[config.mk]
export PLATFORM = sky130hd
export DESIGN_NAME = traffic_sensor_conditioner
export DESIGN_NICKNAME = d
export VERILOG_FILES = /design/src/rtl/traffic_sensor_conditioner.sv
export SDC_FILE = /design/constraint.sdc
export NUM_CORES = 1
export LEC_CHECK = 0
export ABC_AREA = 1
export CAP_MARGIN = 20
export CORE_MARGIN = 10
export CORE_UTILIZATION = 30
export CTS_CLUSTER_DIAMETER = 60
export DETAILED_ROUTE_END_ITERATION = 8
export HOLD_SLACK_MARGIN = 0.05
export PLACE_DENSITY = 0.58
export SYNTH_ARGS = -nofsm -noshare
export SYNTH_HDL_FRONTEND = slang
export SYNTH_SLANG_ARGS = --single-unit
[constraint.sdc]
create_clock -name clk -period 2 [get_ports clk]
set_clock_uncertainty 0.05 [all_clocks]
set_input_delay 0.3 -clock clk [delete_from_list [all_inputs] [get_ports clk]]
set_output_delay 0.3 -clock clk [all_outputs]
set_load 0.005 [all_outputs]
[src/rtl/traffic_sensor_conditioner.sv]
// ============================================================================
// Module  : traffic_sensor_conditioner
// Brief   : Synchronises, debounces and latches loop-detector demand for the
//           4-way light controller, masking served demand on max-green expiry.
// Rev     : 1.0  initial release
// ============================================================================
`default_nettype none

module traffic_sensor_conditioner #(
  parameter int DEB_CYC   = 4,
  parameter int DEB_W     = 4,
  parameter int MAX_GREEN = 16,
  parameter int GW        = 8
) (
  input  logic       clk,
  input  logic       reset,
  input  logic [3:0] det_raw,
  input  logic [2:0] state,
  output logic [3:0] sensor,
  output logic [3:0] pending,
  output logic       force_yellow
);

  localparam logic [2:0]       C_ST_GR   = 3'b001;
  localparam logic [2:0]       C_ST_LR   = 3'b010;
  localparam logic [2:0]       C_ST_RG   = 3'b100;
  localparam logic [2:0]       C_ST_RL   = 3'b101;
  localparam logic [DEB_W-1:0] C_DEB_END = DEB_W'(DEB_CYC - 1);
  localparam logic [GW-1:0]    C_GMAX    = GW'(MAX_GREEN);

  logic [3:0]       sync1_q, sync2_q;
  logic [3:0]       deb_q, deb_d;
  logic [DEB_W-1:0] cnt_q [4];
  logic [DEB_W-1:0] cnt_d [4];
  logic [3:0]       rise;
  logic [3:0]       pending_q, pending_d;
  logic [GW-1:0]    gcnt_q, gcnt_d;
  logic [3:0]       yield_q, yield_d;
  logic [3:0]       sensor_q, sensor_d;
  logic             fy_q, fy_d;

  logic [3:0]       served;
  logic             serving;
  logic [3:0]       dem;
  logic             other;
  logic             expire;
  logic             entering;
  logic [3:0]       mask;

  always_comb begin
    served = 4'b0000;
    case (state)
      C_ST_GR: served = 4'b1000;
      C_ST_LR: served = 4'b0100;
      C_ST_RG: served = 4'b0010;
      C_ST_RL: served = 4'b0001;
      default: served = 4'b0000;
    endcase
  end

  assign serving = |served;

  generate
    for (genvar gi = 0; gi < 4; gi++) begin : g_deb
      always_comb begin
        deb_d[gi]  = deb_q[gi];
        cnt_d[gi]  = '0;
        rise[gi]   = 1'b0;
        if (sync2_q[gi] != deb_q[gi]) begin
          if (cnt_q[gi] == C_DEB_END) begin
            deb_d[gi] = sync2_q[gi];
            rise[gi]  = sync2_q[gi];
          end else begin
            cnt_d[gi] = cnt_q[gi] + 1'b1;
          end
        end
      end
    end
  endgenerate

  assign dem      = deb_q | pending_q;
  assign other    = |(dem & ~served);
  assign expire   = serving && (gcnt_q == C_GMAX) && other;
  // gcnt is zero only on the first cycle of a serving state, since serving
  // states never abut; a re-entry of the yielded direction keeps the mask.
  assign entering = serving && (gcnt_q == '0) && ((served & yield_q) == 4'b0000);
  assign mask     = yield_q | (expire ? served : 4'b0000);

  always_comb begin
    pending_d = (pending_q | rise) & ~served;

    gcnt_d = '0;
    if (serving) begin
      gcnt_d = (gcnt_q == C_GMAX) ? gcnt_q : gcnt_q + 1'b1;
    end

    yield_d = yield_q;
    if (entering || ((dem & ~yield_q) == 4'b0000)) begin
      yield_d = 4'b0000;
    end
    if (expire) begin
      yield_d = yield_d | served;
    end

    sensor_d = dem & ~mask;
    fy_d     = |(dem & mask);
  end

  always_ff @(posedge clk or posedge reset) begin
    if (reset) begin
      sync1_q   <= '0;
      sync2_q   <= '0;
      deb_q     <= '0;
      for (int i = 0; i < 4; i++) cnt_q[i] <= '0;
      pending_q <= '0;
      gcnt_q    <= '0;
      yield_q   <= '0;
      sensor_q  <= '0;
      fy_q      <= 1'b0;
    end else begin
      sync1_q   <= det_raw;
      sync2_q   <= sync1_q;
      deb_q     <= deb_d;
      for (int i = 0; i < 4; i++) cnt_q[i] <= cnt_d[i];
      pending_q <= pending_d;
      gcnt_q    <= gcnt_d;
      yield_q   <= yield_d;
      sensor_q  <= sensor_d;
      fy_q      <= fy_d;
    end
  end

  assign sensor       = sensor_q;
  assign pending      = pending_q;
  assign force_yellow = fy_q;

endmodule

`default_nettype wire

======== Yosys cells after proc, flatten, opt, wreduce, memory -nomap -nowiden ========
Cells that the tools add are included.
word-level totals
  bits in registers ....................... 49
  bits of input ports ..................... 9
  logic and storage cells ................. 84
cells by class
  add/subtract/negate cells ............... 5
  equality and inequality tests ........... 14
  mux-type cells .......................... 22
  bitwise logic cells ..................... 13
  reduce and logical (&&, ||, !) cells .... 15
operators by type and width
  kind                                                                    number
  4-bit two-way mux                                                       11
  4-bit AND                                                               6
  4-bit by 1-bit adder with 4-bit output (second input constant)          4
  4-bit by 2-bit equality test with 1-bit output (second input constant)  4
  8-bit two-way mux                                                       2
  4-bit OR                                                                4
  4-bit one-hot mux with 4 select lines                                   1
  4-bit NOT                                                               3
  4-bit OR reduction                                                      3
  8-bit by 1-bit adder with 8-bit output (second input constant)          1
  8-bit by 5-bit equality test with 1-bit output (second input constant)  1
  4-bit logical NOT                                                       2
  8-bit logical NOT                                                       1
  1-bit two-way mux                                                       8
  2-bit AND reduction                                                     4
  3-bit equality test (second input constant)                             2
  1-bit logical AND                                                       4
  1-bit inequality test                                                   4
  3-bit by 1-bit equality test with 1-bit output (second input constant)  1
  3-bit by 2-bit equality test with 1-bit output (second input constant)  1
  2-bit inequality test (second input constant)                           1
  1-bit logical OR                                                        1

======== Depth between registers and ports, before layout ========
Gate-level depths: netlist of the first run.
  depth after elaboration ................. 10
  mapped depth ............................ 12
  mapped depth without buffers ............ 12

======== Worst setup path before layout of the first run ========
Ideal clock, no wire load.
  path kind ............................... register -> register
  start ................................... register gcnt_q[0]
  end ..................................... register fy_q (netlist: force_yellow)
  setup time .............................. 65 ps
  arrival time ............................ 1374 ps
  required time ........................... 1885 ps
  slack ................................... 511 ps
  cell stages (with the launch flop) ...... 12
  buffers on the path ..................... 0
  clock period less this slack ............ 1489 ps
  cells stage by stage .................... dfrtp_1 > inv_1 > ha_1 > nor3b_2 > nand2_2 > nor2_4 > nand3_1 > nand2_1 > nand2_1 > nand2_1 > inv_1 > nand2_1
between the ends
  cells in the longest elaborated chain, start to end .. 7
RTL lines
  item                                            line  RTL
  from (decl)                                     37    logic [GW-1:0] gcnt_q, gcnt_d;
  from (signal assigned)                          126   gcnt_q <= gcnt_d;
  8-bit by 5-bit equality test with 1-bit output  83    assign expire = serving && (gcnt_q == C_GMAX) && other;
  1-bit logical AND (2 in a row)                  83
  4-bit two-way mux                               87    assign mask = yield_q | (expire ? served : 4'b0000);
  4-bit OR                                        87
  4-bit AND                                       106   fy_d = |(dem & mask);
  4-bit OR reduction                              106
  via fy_d                                        40    logic fy_q, fy_d;
  to (signal assigned)                            129   fy_q <= fy_d;
  to (decl)                                       40
The timed path passes the listed nets, and every way through them passes these cells.
A chain may end at the register's enable or synchronous reset.

======== Worst setup path after layout of the first run ========
Same ends and word-level chain as after synthesis.

==> out/results.tsv, run 1 <==
stage	metric	value	unit
status	status	finished, final reports clean	
placed_design	dpl hpwl	2870	microns
logic_synthesis	Synth Instances	247	
sta	Hold Fails Final Rpt	0	
worst_setup_path	most frequent CP cell	nand2_1	
floorplanning	Rows	31	
sta	Slew @ Worst Pin	0.269	ns
cts	Worst-path clk slew	0.09	ns
floorplanning	Initial Util	0.306	
cts	post_cts resized	0	
logic_synthesis	Yosys Warn Count	0	
final_layout	Final Core Density	0.364	
drt	via count	1575	
floorplanning	total I/O pin count	18	
floorplanning	die width	106	microns
cts	CTS Sinks	49	
cts	# hold bufs at CTS	0	
floorplanning	die area	11200	sq um
final_layout	register area	1230	sq um
cts	Root Buffer	clkbuf_8	
sta	Slew Limit Fails	0	
final_layout	Syn-to-layout area delta	18.8	%
worst_setup_path	Crit. End Element	flop	
worst_setup_path	worst reg2reg path depth	11	
floorplanning	core area	7210	sq um
worst_setup_path	R2R Path Start	gcnt_q[0]	
placed_design	placer congestion estimate	0.829	
drt	first-pass detailed-route iteration total	4	
cts	CTS tree	done	
worst_setup_path	Worst path slowest cell	dfrtp_1	
global_route	initial antenna violation count	0	
cts	Clock Latency Late Sink	0.29	ns
final_layout	Antenna diodes	0	
logic_synthesis	Post-Syn Area	2210	sq um
power	pwr dens	1090	nW/um^2
worst_setup_path	crit-path max FO	5	
worst_setup_path	worst reg-to-reg setup slack	0.32	ns
drt	antenna viol nets, final	0	
global_route	grt ovf	0	
worst_setup_path	CP startpoint kind	flop	
cts	Num CTS Buffers	5	
worst_setup_path	reg-to-reg endpoint	force_yellow	
sta	Max-slew headroom	0.819	
worst_setup_path	crit-path max cell delay	0.42	ns
sta	final setup fails	0	
logic_synthesis	Mean Syn Cell Area	8.95	sq um
worst_setup_path	critical path cell sequence	inv_1 > ha_1 > nor3b_2 > nand2_2 > nor2_4 > nand3_1 > nand2_1 > nand2_1 > nand2_1 > inv_1 > nand2_1	
sta	fin crit share	0.840	
worst_setup_path	Required @ worst endpoint	2.18	ns
sta	unrepaired setup endpoints after global routing	false	
logic_synthesis	#FFs+latches synth	49	
power	worst vdd ir	0.263	mV
cts	Post-CTS Setup Repair Bufs	0	
power	Lkg Pwr	1.34	nW
global_route	total track usage	0.0711	
sta	Max Fclk	0.595	GHz
worst_setup_path	critical path arrival	1.86	ns
global_route	pin count of the biggest net entering global routing	50	
final_layout	share of cells above drive strength 1	0.0806	
cts	Clock H-tree levels	2	
final_layout	Nets	287	
cts	CTS max path bufs	2	
drt	DR iter-0 viols	85	
sta	setup_tns	0	ns
logic_synthesis	library cells used by synthesis	23	
logic_synthesis	net count after synthesis	262	
global_route	first-pass GRT wire length	6600	microns
drt	routed vias/inst	4.23	
global_route	vias in the first global route	1531	
floorplanning	Die Y	106	microns
sta	Tmin final	1.68	ns
logic_synthesis	sequential cell area fraction in the yosys report	0.555	
drt	per-cell routed wire length	10.1	microns
drt	DRC viols	0	
final_layout	FILL cells	754	
drt	WL final	3770	microns
min_path	worst hold path class	primary input to asynchronous set/reset pin	
run	maxcap violations	0	
placed_design	Port Buf Inserts	17	
final_layout	area occupied by multi-input gates	801	sq um
worst_setup_path	critical path type	flop to flop	
sta	hold slack	0.302	ns
## through the flow
step / cells / instance area, sq um / worst slack (ns) / total power, mW
2_1_floorplan: 247 / 2210 / 0.477 / 1.93
3_3_place_gp: 364 / 2520 / 0.118 / 2.26
3_5_place_dp: 364 / 2520 / 0.107 / 2.28
4_1_cts: 372 / 2630 / 0.312 / 2.92
5_1_grt: 372 / 2630 / 0.155 / 3.11
6_report: 372 / 2630 / 0.320 / 2.86
## cell type report
| class | count | share of cell area |
|---|---|---|
| Clock buffer | 7 | 0.0367 |
| Inverter | 49 | 0.0700 |
| Clock inverter | 1 | 0.00191 |
| Multi-Input combinational cell | 149 | 0.305 |
| Timing Repair Buffer | 18 | 0.0724 |
| Tap cell | 99 | 0.0472 |
| Sequential cell | 49 | 0.467 |
## cell usage after synthesis
| cell | n | area (sq um) |
|---|---|---|
| dfrtp_1 | 49 | 1230 |
| inv_1 | 46 | 173 |
| nand2_1 | 44 | 165 |
| nor2_1 | 26 | 97.6 |
| nand3_1 | 21 | 105 |
| o21ai_0 | 14 | 70.1 |
| a21oi_1 | 7 | 35.0 |
| xor2_1 | 7 | 61.3 |
| ha_1 | 6 | 75.1 |
| xnor2_1 | 5 | 43.8 |
| nor3_1 | 4 | 20.0 |
| inv_2 | 3 | 11.3 |
| a22oi_1 | 2 | 15.0 |
| nand2_2 | 2 | 12.5 |
| nand4_1 | 2 | 12.5 |
| or2_2 | 2 | 12.5 |
| nand2_4 | 1 | 11.3 |
| nand3_4 | 1 | 17.5 |
| nand3b_1 | 1 | 7.51 |
| nor2_4 | 1 | 11.3 |
| nor3b_2 | 1 | 12.5 |
| o21ai_2 | 1 | 8.76 |
| o22ai_1 | 1 | 6.26 |
## state kept, by name, summed over array words and instances, names as in the netlist
signal and flops:
sensor 4, sync2_q 4, gcnt_q 8, force_yellow 1, pending 4, yield_q 4
sync1_q 4, deb_q 4, cnt_q 16
## cell usage in the layout, fill, tap and decap left out
cell and n:
o21ai_0 14, clkdlybuf4s50_1 17, nand4_1 2, o21ai_2 1, nand3_1 21, clkinv_2 1
a21oi_1 7, nor3_1 4, xor2_1 7, nor2_1 26, or2_2 2, nand2_4 1
nor3b_2 1, inv_1 45, xnor2_1 5, nand3_4 1, ha_1 6, o22ai_1 1
a22oi_1 2, dfrtp_1 49, buf_12 1, nand2_1 44, nand3b_1 1, inv_2 4
nor2_4 1, nand2_2 2, clkbuf_8 7
## worst max-delay path: cells and delay by family, from the launching register on
kind / cells / cell delay, ns
buffers and inverters: 2 / 0.13
adder cells (fa/ha/maj): 1 / 0.13
flip-flops: 1 / 0.42
AND/OR/NAND/NOR: 8 / 0.89
## worst max path at each step
| stage | startpoint | endpoint | slack (ns) | cells after the start |
|---|---|---|---|---|
| 6_report | gcnt_q[0] | force_yellow | 0.32 | 11 |
| 2_1_floorplan | reset | cnt_q[0] | 0.48 | 1 |
| 3_5_place_dp | state[1] | force_yellow | 0.11 | 13 |
| 5_1_grt | gcnt_q[0] | force_yellow | 0.16 | 11 |
| 3_3_place_gp | state[1] | force_yellow | 0.12 | 13 |
| 4_1_cts | gcnt_q[0] | force_yellow | 0.31 | 11 |
## power by group
group          switching [mW]  internal [mW]
logic                   0.478          0.414
registers               0.135           1.21
clock network           0.314          0.313
total                   0.927           1.94
## routing by layer
layer,share of wire,GRT usage
met5,0,0
met4,0.012,0.0290
met3,0.036,0.0207
met2,0.44,0.112
met1,0.51,0.0890
## logic make-up after synthesis
kind of cell / count (synthesis) / share of synthesized area
AND/OR/NAND/NOR: 106 / 0.220
XOR/XNOR: 12 / 0.0475
adder cells (fa/ha/maj): 6 / 0.0340
AO/OA/AOI/OAI: 25 / 0.0611
buffers and inverters: 49 / 0.0832
flip-flops: 49 / 0.555
No activity file was read; power rests on OpenSTA's default activity.
==> run 2, diff against run 1 <==
Settings changed: PLACE_DENSITY 0.58 to 0.59.
Clock period 2 ns to 1.5 ns, I/O delays scaled along.
==> run 2 against run 1 <==
  * Register-to-register slack worse by 0.46 ns
  * Die area stayed put
  * Count of clock-buffer cells in the layout is 1 lower
  * Sequential cell count stayed put
  * Combinational power is 48% higher
  * Wire length is 11% higher
  * The run now ends with negative setup slack left
  * Total power is 41% higher
  * Global-route usage is 0.45 points higher
  * Cell count is 4.8% higher
  * Critical endpoint unchanged
  * Sequential power is 33% higher
  * First-iteration DRC count is 51% lower
==> out/results.tsv, run 2 (same netlist as run 1, synthesis figures left out) <==
stage	metric	value	unit	change
drt	DRC viols	0		unchanged
worst_setup_path	Required @ worst endpoint	1.70	ns	-0.48 ns
placed_design	placer congestion estimate	0.813		-1.9%
run	maxcap violations	0		unchanged
placed_design	dpl hpwl	3090	microns	+8.0%
power	Lkg Pwr	1.48	nW	+10%
worst_setup_path	crit-path max FO	5		unchanged
placed_design	Port Buf Inserts	17		unchanged
floorplanning	Die Y	106	microns	unchanged
status	status	finished with violations		
global_route	initial antenna violation count	0		unchanged
floorplanning	Initial Util	0.306		unchanged
final_layout	share of cells above drive strength 1	0.189		+0.108
cts	Worst-path clk slew	0.09	ns	about the same
sta	Tmin final	1.64	ns	-0.0414 ns
final_layout	Antenna diodes	0		unchanged
worst_setup_path	critical path arrival	1.84	ns	-0.02 ns
sta	Slew Limit Fails	0		unchanged
drt	antenna viol nets, final	0		unchanged
drt	WL final	4200	microns	+11%
final_layout	FILL cells	752		-0.27%
floorplanning	Rows	31		unchanged
placed_design	pre-CTS setup slack	-0.289	ns	-0.397 ns
sta	final worst slack	-0.139	ns	-0.459 ns
drt	per-cell routed wire length	10.8	microns	+6.3%
global_route	total track usage	0.0756		+0.00453
cts	Num CTS Buffers	5		unchanged
cts	Root Buffer	clkbuf_8		
cts	CTS Sinks	49		unchanged
min_path	worst hold path class	primary input to asynchronous set/reset pin		
global_route	vias in the first global route	1654		+8.0%
power	worst vdd ir	0.538	mV	+100%
global_route	pin count of the biggest net entering global routing	20		-60%
final_layout	Syn-to-layout area delta	29.4	%	
sta	Slew @ Worst Pin	0.326	ns	+0.0575 ns
sta	Max Fclk	0.610	GHz	+2.5%
cts	CTS tree	done		
final_layout	most common cell after layout, fill and taps aside	dfrtp_1		
floorplanning	die width	106	microns	unchanged
floorplanning	die area	11200	sq um	unchanged
final_layout	Final Core Density	0.397		+0.0326
cts	CTS max path bufs	2		unchanged
global_route	first-pass GRT wire length	7100	microns	+7.5%
status	violated checks	negative setup slack		
sta	fin crit share	1.09		+0.252
drt	first-pass detailed-route iteration total	4		unchanged
worst_setup_path	critical path type	flop to flop		
sta	Hold Fails Final Rpt	0		unchanged
final_layout	area occupied by multi-input gates	873	sq um	+9.1%
floorplanning	core area	7210	sq um	unchanged
drt	via count	1669		+6.0%
worst_setup_path	Crit. End Element	flop		
final_layout	Nets	305		+6.3%
cts	Clock H-tree levels	2		unchanged
power	pwr dens	1410	nW/um^2	+30%
sta	unrepaired setup endpoints after global routing	true		
final_layout	register area	1230	sq um	unchanged
final_layout	commonest non-fill, non-tap cells in the layout	dfrtp_1 (49), nand2_1 (43), inv_1 (42), nor2_1 (26), buf_4 (17)		
drt	DR iter-0 viols	42		-51%
cts	Clock Latency Late Sink	0.30	ns	about the same
worst_setup_path	CP startpoint kind	flop		
sta	final setup fails	11		+11
drt	routed vias/inst	4.28		+1.1%
final_layout	number of flip-flops in the largest register	16		unchanged
final_layout	Largest Register	cnt_q		
global_route	grt ovf	0		unchanged
sta	Max-slew headroom	0.782		-0.0373
final_layout	biggest regs	cnt_q x16, gcnt_q x8		
floorplanning	total I/O pin count	18		unchanged
run 2: layer usage:
metal,global-route usage,part of all wire,vias to the layer above,wire (microns)
met5,0,0,-,0
met4,0.0271,0.010,0,43
met3,0.0189,0.030,6,128
met2,0.123,0.48,26,2020
met1,0.0951,0.48,788,2000
li1,-,-,849,-
run 2: final timing paths:
kind / startpoint / end / slack (ns) / cells past startpoint
worst max-delay path: gcnt_q[0] / force_yellow / -0.14 / 11
worst min-delay path: reset / cnt_q[3] / 0.15 / 2
worst max register to register: gcnt_q[0] / force_yellow / -0.14 / 11
worst min register to register: sync1_q[0] / sync2_q[0] / 0.31 / 0
max in group asynchronous: reset / gcnt_q[7] / 0.84 / 3
min in group clk: det_raw[1] / sync1_q[1] / 0.30 / 1
run 2: cell type report:
cell class / count / share of cell area
clock buffer: 6 / 0.0254
tap: 99 / 0.0433
multi-input combinational: 149 / 0.305
inverter: 49 / 0.0643
sequential: 49 / 0.429
timing repair buffer: 36 / 0.120
clock inverter: 2 / 0.0136
run 2: power breakdown:
part	switching [mW]	internal [mW]
logic	0.705	0.615
clock network	0.441	0.501
registers	0.173	1.61
total	1.32	2.73
run 2: worst max-delay path: stages (launching register included):
cell     delay [ns]
dfrtp_1        0.40
inv_2          0.09
ha_4           0.13
nor3b_4        0.20
nand2_2        0.10
nor2_4         0.20
nand3_2        0.14
nand2_1        0.09
nand2_1        0.05
nand2_1        0.06
inv_1          0.03
nand2_1        0.05
run 2: per-stage QoR:
step                power, mW  instances  setup TNS, ns  instance area, sq um  hold slack [ns]
floorplan                2.58        247              0                  2210            0.206
global placement         3.06        380          -2.02                  2660            0.285
detailed placement       3.09        380          -2.31                  2660            0.287
CTS                      4.06        388        -0.0860                  2780            0.155
global route             4.38        390          -1.49                  2860            0.164
finish                   4.05        390         -0.356                  2860            0.153
run 2: repair_timing:
action                     CTS  global route
hold buffers                 0             0
setup endpoints to repair    8            14
buffers inserted             0             2
pin swaps                    2             3
resized for setup            5            19
==> run 3, diff against run 2 <==
Settings changed: CORE_MARGIN 10 to 8, RECOVER_POWER set to 100.
==> run 3 against run 2 <==
  * Worst setup slack worse by 0.012 ns
  * First-iteration DRC count increased by 110%
  * Highest routed layer unchanged
  * The run still ends with negative setup slack left
  * Critical path type unchanged
  * Wire length rose by 0.88%
  * Largest power group unchanged
==> out/results.tsv, run 3 (same netlist as run 1, synthesis figures left out) <==
stage	metric	value	unit	change
status	status	finished with violations		
status	violated checks	negative setup slack		
final_layout	Non-Filler Instances	397		+1.8%
placed_design	placed cells	380		unchanged
global_route	vias in the first global route	1717		+3.8%
min_path	Hold Path Origin	sync1_q[3]		
worst_setup_path	reg-to-reg endpoint	force_yellow		
worst_setup_path	worst reg2reg path depth	11		unchanged
worst_setup_path	origin of the worst setup path	gcnt_q[1]		
worst_setup_path	crit-path leading delay family	simple AND/OR/NAND/NOR gates		
sta	Slew @ Worst Pin	0.664	ns	+0.337 ns
worst_setup_path	Levels on crit path	11		unchanged
worst_setup_path	crit-path max cell delay	0.41	ns	about the same
drt	DRC viols	0		unchanged
worst_setup_path	critical path type	flop to flop		
sta	unrepaired setup endpoints after global routing	true		
final_layout	commonest non-fill, non-tap cells in the layout	dfrtp_1 (49), nand2_1 (42), inv_1 (40), nor2_1 (26), buf_4 (24)		
worst_setup_path	critical path arrival	1.85	ns	about the same
global_route	pin count of the biggest net entering global routing	50		+150%
global_route	first-pass GRT wire length	7360	microns	+3.7%
worst_setup_path	Crit. End Element	flop		
global_route	met2 usage	0.136		+0.0135
worst_setup_path	worst reg-to-reg setup slack	-0.15	ns	about the same
power	Switch Pwr	1.35	mW	+2.4%
final_layout	register area	1230	sq um	unchanged
drt	routed vias/inst	4.22		-1.4%
cts	CTS tree	done		
power	pwr dens	1370	nW/um^2	-3.4%
worst_setup_path	CP startpoint kind	flop		
worst_setup_path	Required @ worst endpoint	1.70	ns	about the same
sta	final worst slack	-0.151	ns	-0.0122 ns
worst_setup_path	Worst path slowest cell	dfrtp_1		
global_route	GR met1 Demand/Resource	0.113		+0.0176
global_route	GRT Max-Usage Layer	met2		
worst_setup_path	crit-path max FO	5		unchanged
sta	hold slack	0.307	ns	+0.154 ns
min_path	worst hold path class	flop to flop		
final_layout	area occupied by multi-input gates	883	sq um	+1.1%
power	worst vdd ir	0.559	mV	+4.0%
worst_setup_path	critical path cell sequence	inv_2 > ha_4 > nor3b_4 > nand2_2 > nor2_4 > nand3_2 > nand2_1 > nand2_1 > nand2_1 > inv_1 > nand2_1		
power	Comb pwr share	0.343		+0.017
floorplanning	Initial Util	0.306		unchanged
sta	fin crit share	1.10		+0.00811
final_layout	FILL cells	742		-1.3%
power	Reg power frac	0.457		+0.016
final_layout	Antenna diodes	0		unchanged
final_layout	share of cells above drive strength 1	0.218		+0.0291
cts	Worst-path clk slew	0.09	ns	about the same
placed_design	dpl hpwl	2920	microns	-5.7%
drt	via count	1675		+0.36%
drt	WL final	4240	microns	+0.88%
floorplanning	Die Y	102	microns	-3.8%
final_layout	most common cell after layout, fill and taps aside	dfrtp_1		
global_route	total track usage	0.0875		+0.0119
floorplanning	die width	102	microns	-3.8%
cts	Num CTS Buffers	5		unchanged
sta	Max Fclk	0.606	GHz	-0.74%
power	Lkg Pwr	1.46	nW	-1.4%
placed_design	pre-CTS setup slack	-0.310	ns	-0.0203 ns
sta	Slew Limit Fails	0		unchanged
worst_setup_path	R2R Path Start	gcnt_q[1]		
sta	Max-slew headroom	0.557		-0.225
power	switching share of power	0.345		+0.0186
min_path	worst hold stages	0		
final_layout	Largest Register	cnt_q		
drt	per-cell routed wire length	10.7	microns	-0.90%
floorplanning	Rows	31		unchanged
floorplanning	total I/O pin count	18		unchanged
worst_setup_path	most frequent CP cell	nand2_1		
worst_setup_path	Crit path buffers/inverters	2		unchanged
floorplanning	core area	7210	sq um	unchanged
placed_design	Port Buf Inserts	17		unchanged
cts	Clock Latency Late Sink	0.30	ns	about the same
final_layout	number of flip-flops in the largest register	16		unchanged
final_layout	biggest regs	cnt_q x16, gcnt_q x8		
final_layout	Nets	312		+2.3%
drt	antenna viol nets, final	0		unchanged
final_layout	Syn-to-layout area delta	29.8	%	
global_route	initial antenna violation count	0		unchanged
power	Clock power frac	0.200		-0.033
cts	CTS Sinks	49		unchanged
sta	Tmin final	1.65	ns	+0.0122 ns
drt	DR iter-0 viols	89		+110%
run	maxcap violations	0		unchanged
cts	Clock H-tree levels	2		unchanged
cts	Root Buffer	clkbuf_8		
min_path	Hold EP	sync2_q[3]		
sta	setup_tns	-0.648	ns	-0.292 ns
global_route	met3 usage	0.0252		+0.00632
drt	first-pass detailed-route iteration total	4		unchanged
placed_design	placer congestion estimate	0.815		+0.23%
global_route	grt ovf	0		unchanged
cts	# hold bufs at CTS	0		unchanged
sta	Hold Fails Final Rpt	0		unchanged
sta	final setup fails	12		+1
cts	CTS max path bufs	2		unchanged
power	internal power	2.57	mW	-5.8%
floorplanning	die area	10400	sq um	-7.4%
run 3: worst max path at each step:
stage                         to
floorplan           force_yellow
global placement    force_yellow
detailed placement  force_yellow
CTS                 force_yellow
global route        force_yellow
finish              force_yellow
run 3: power groups by stage:
stage	registers (mW)	clock network (mW)	logic, mW
after detailed placement	1.82	0	1.26
after floorplan	1.80	0	0.781
after global placement	1.81	0	1.24
after CTS	1.80	0.825	1.30
final	1.79	0.784	1.35
after global routing	1.84	0.872	1.56
run 3: worst register-to-register path: cells and delay by family (launching register included):
family | cells | cell delay (ns)
AND/OR/NAND/NOR | 8 | 0.89
flip-flops | 1 | 0.41
buffers and inverters | 2 | 0.14
adder cells (fa/ha/maj) | 1 | 0.13
run 3: repair_timing:
item                                    CTS  global route
gates resized for setup                  11            21
setup buffers                             4             6
endpoints found under the setup margin   11            16
pin swaps                                 2            12
gates cloned                              0             0
endpoints found under the hold margin     0             0
run 3: area by class of cell:
cell class / instances / area share
Tap cell: 99 / 0.0432
Sequential cell: 49 / 0.427
Inverter: 49 / 0.0641
Multi-Input combinational cell: 149 / 0.308
Timing Repair Buffer: 43 / 0.127
Clock buffer: 6 / 0.0253
Clock inverter: 2 / 0.00480
run 3: metrics by stage:
step,total power [mW],util,cell area [sq um]
2_1_floorplan,2.58,-,2210
3_3_place_gp,3.05,0.367,2650
3_5_place_dp,3.08,0.367,2650
4_1_cts,3.93,0.387,2790
5_1_grt,4.27,0.398,2870
6_report,3.92,0.398,2870
run 3: layer usage:
metal / part of all wire / up-vias
met1: 0.49 / 785
li1: - / 866
met2: 0.45 / 19
met3: 0.043 / 5
met4: 0.010 / 0
met5: 0 / -
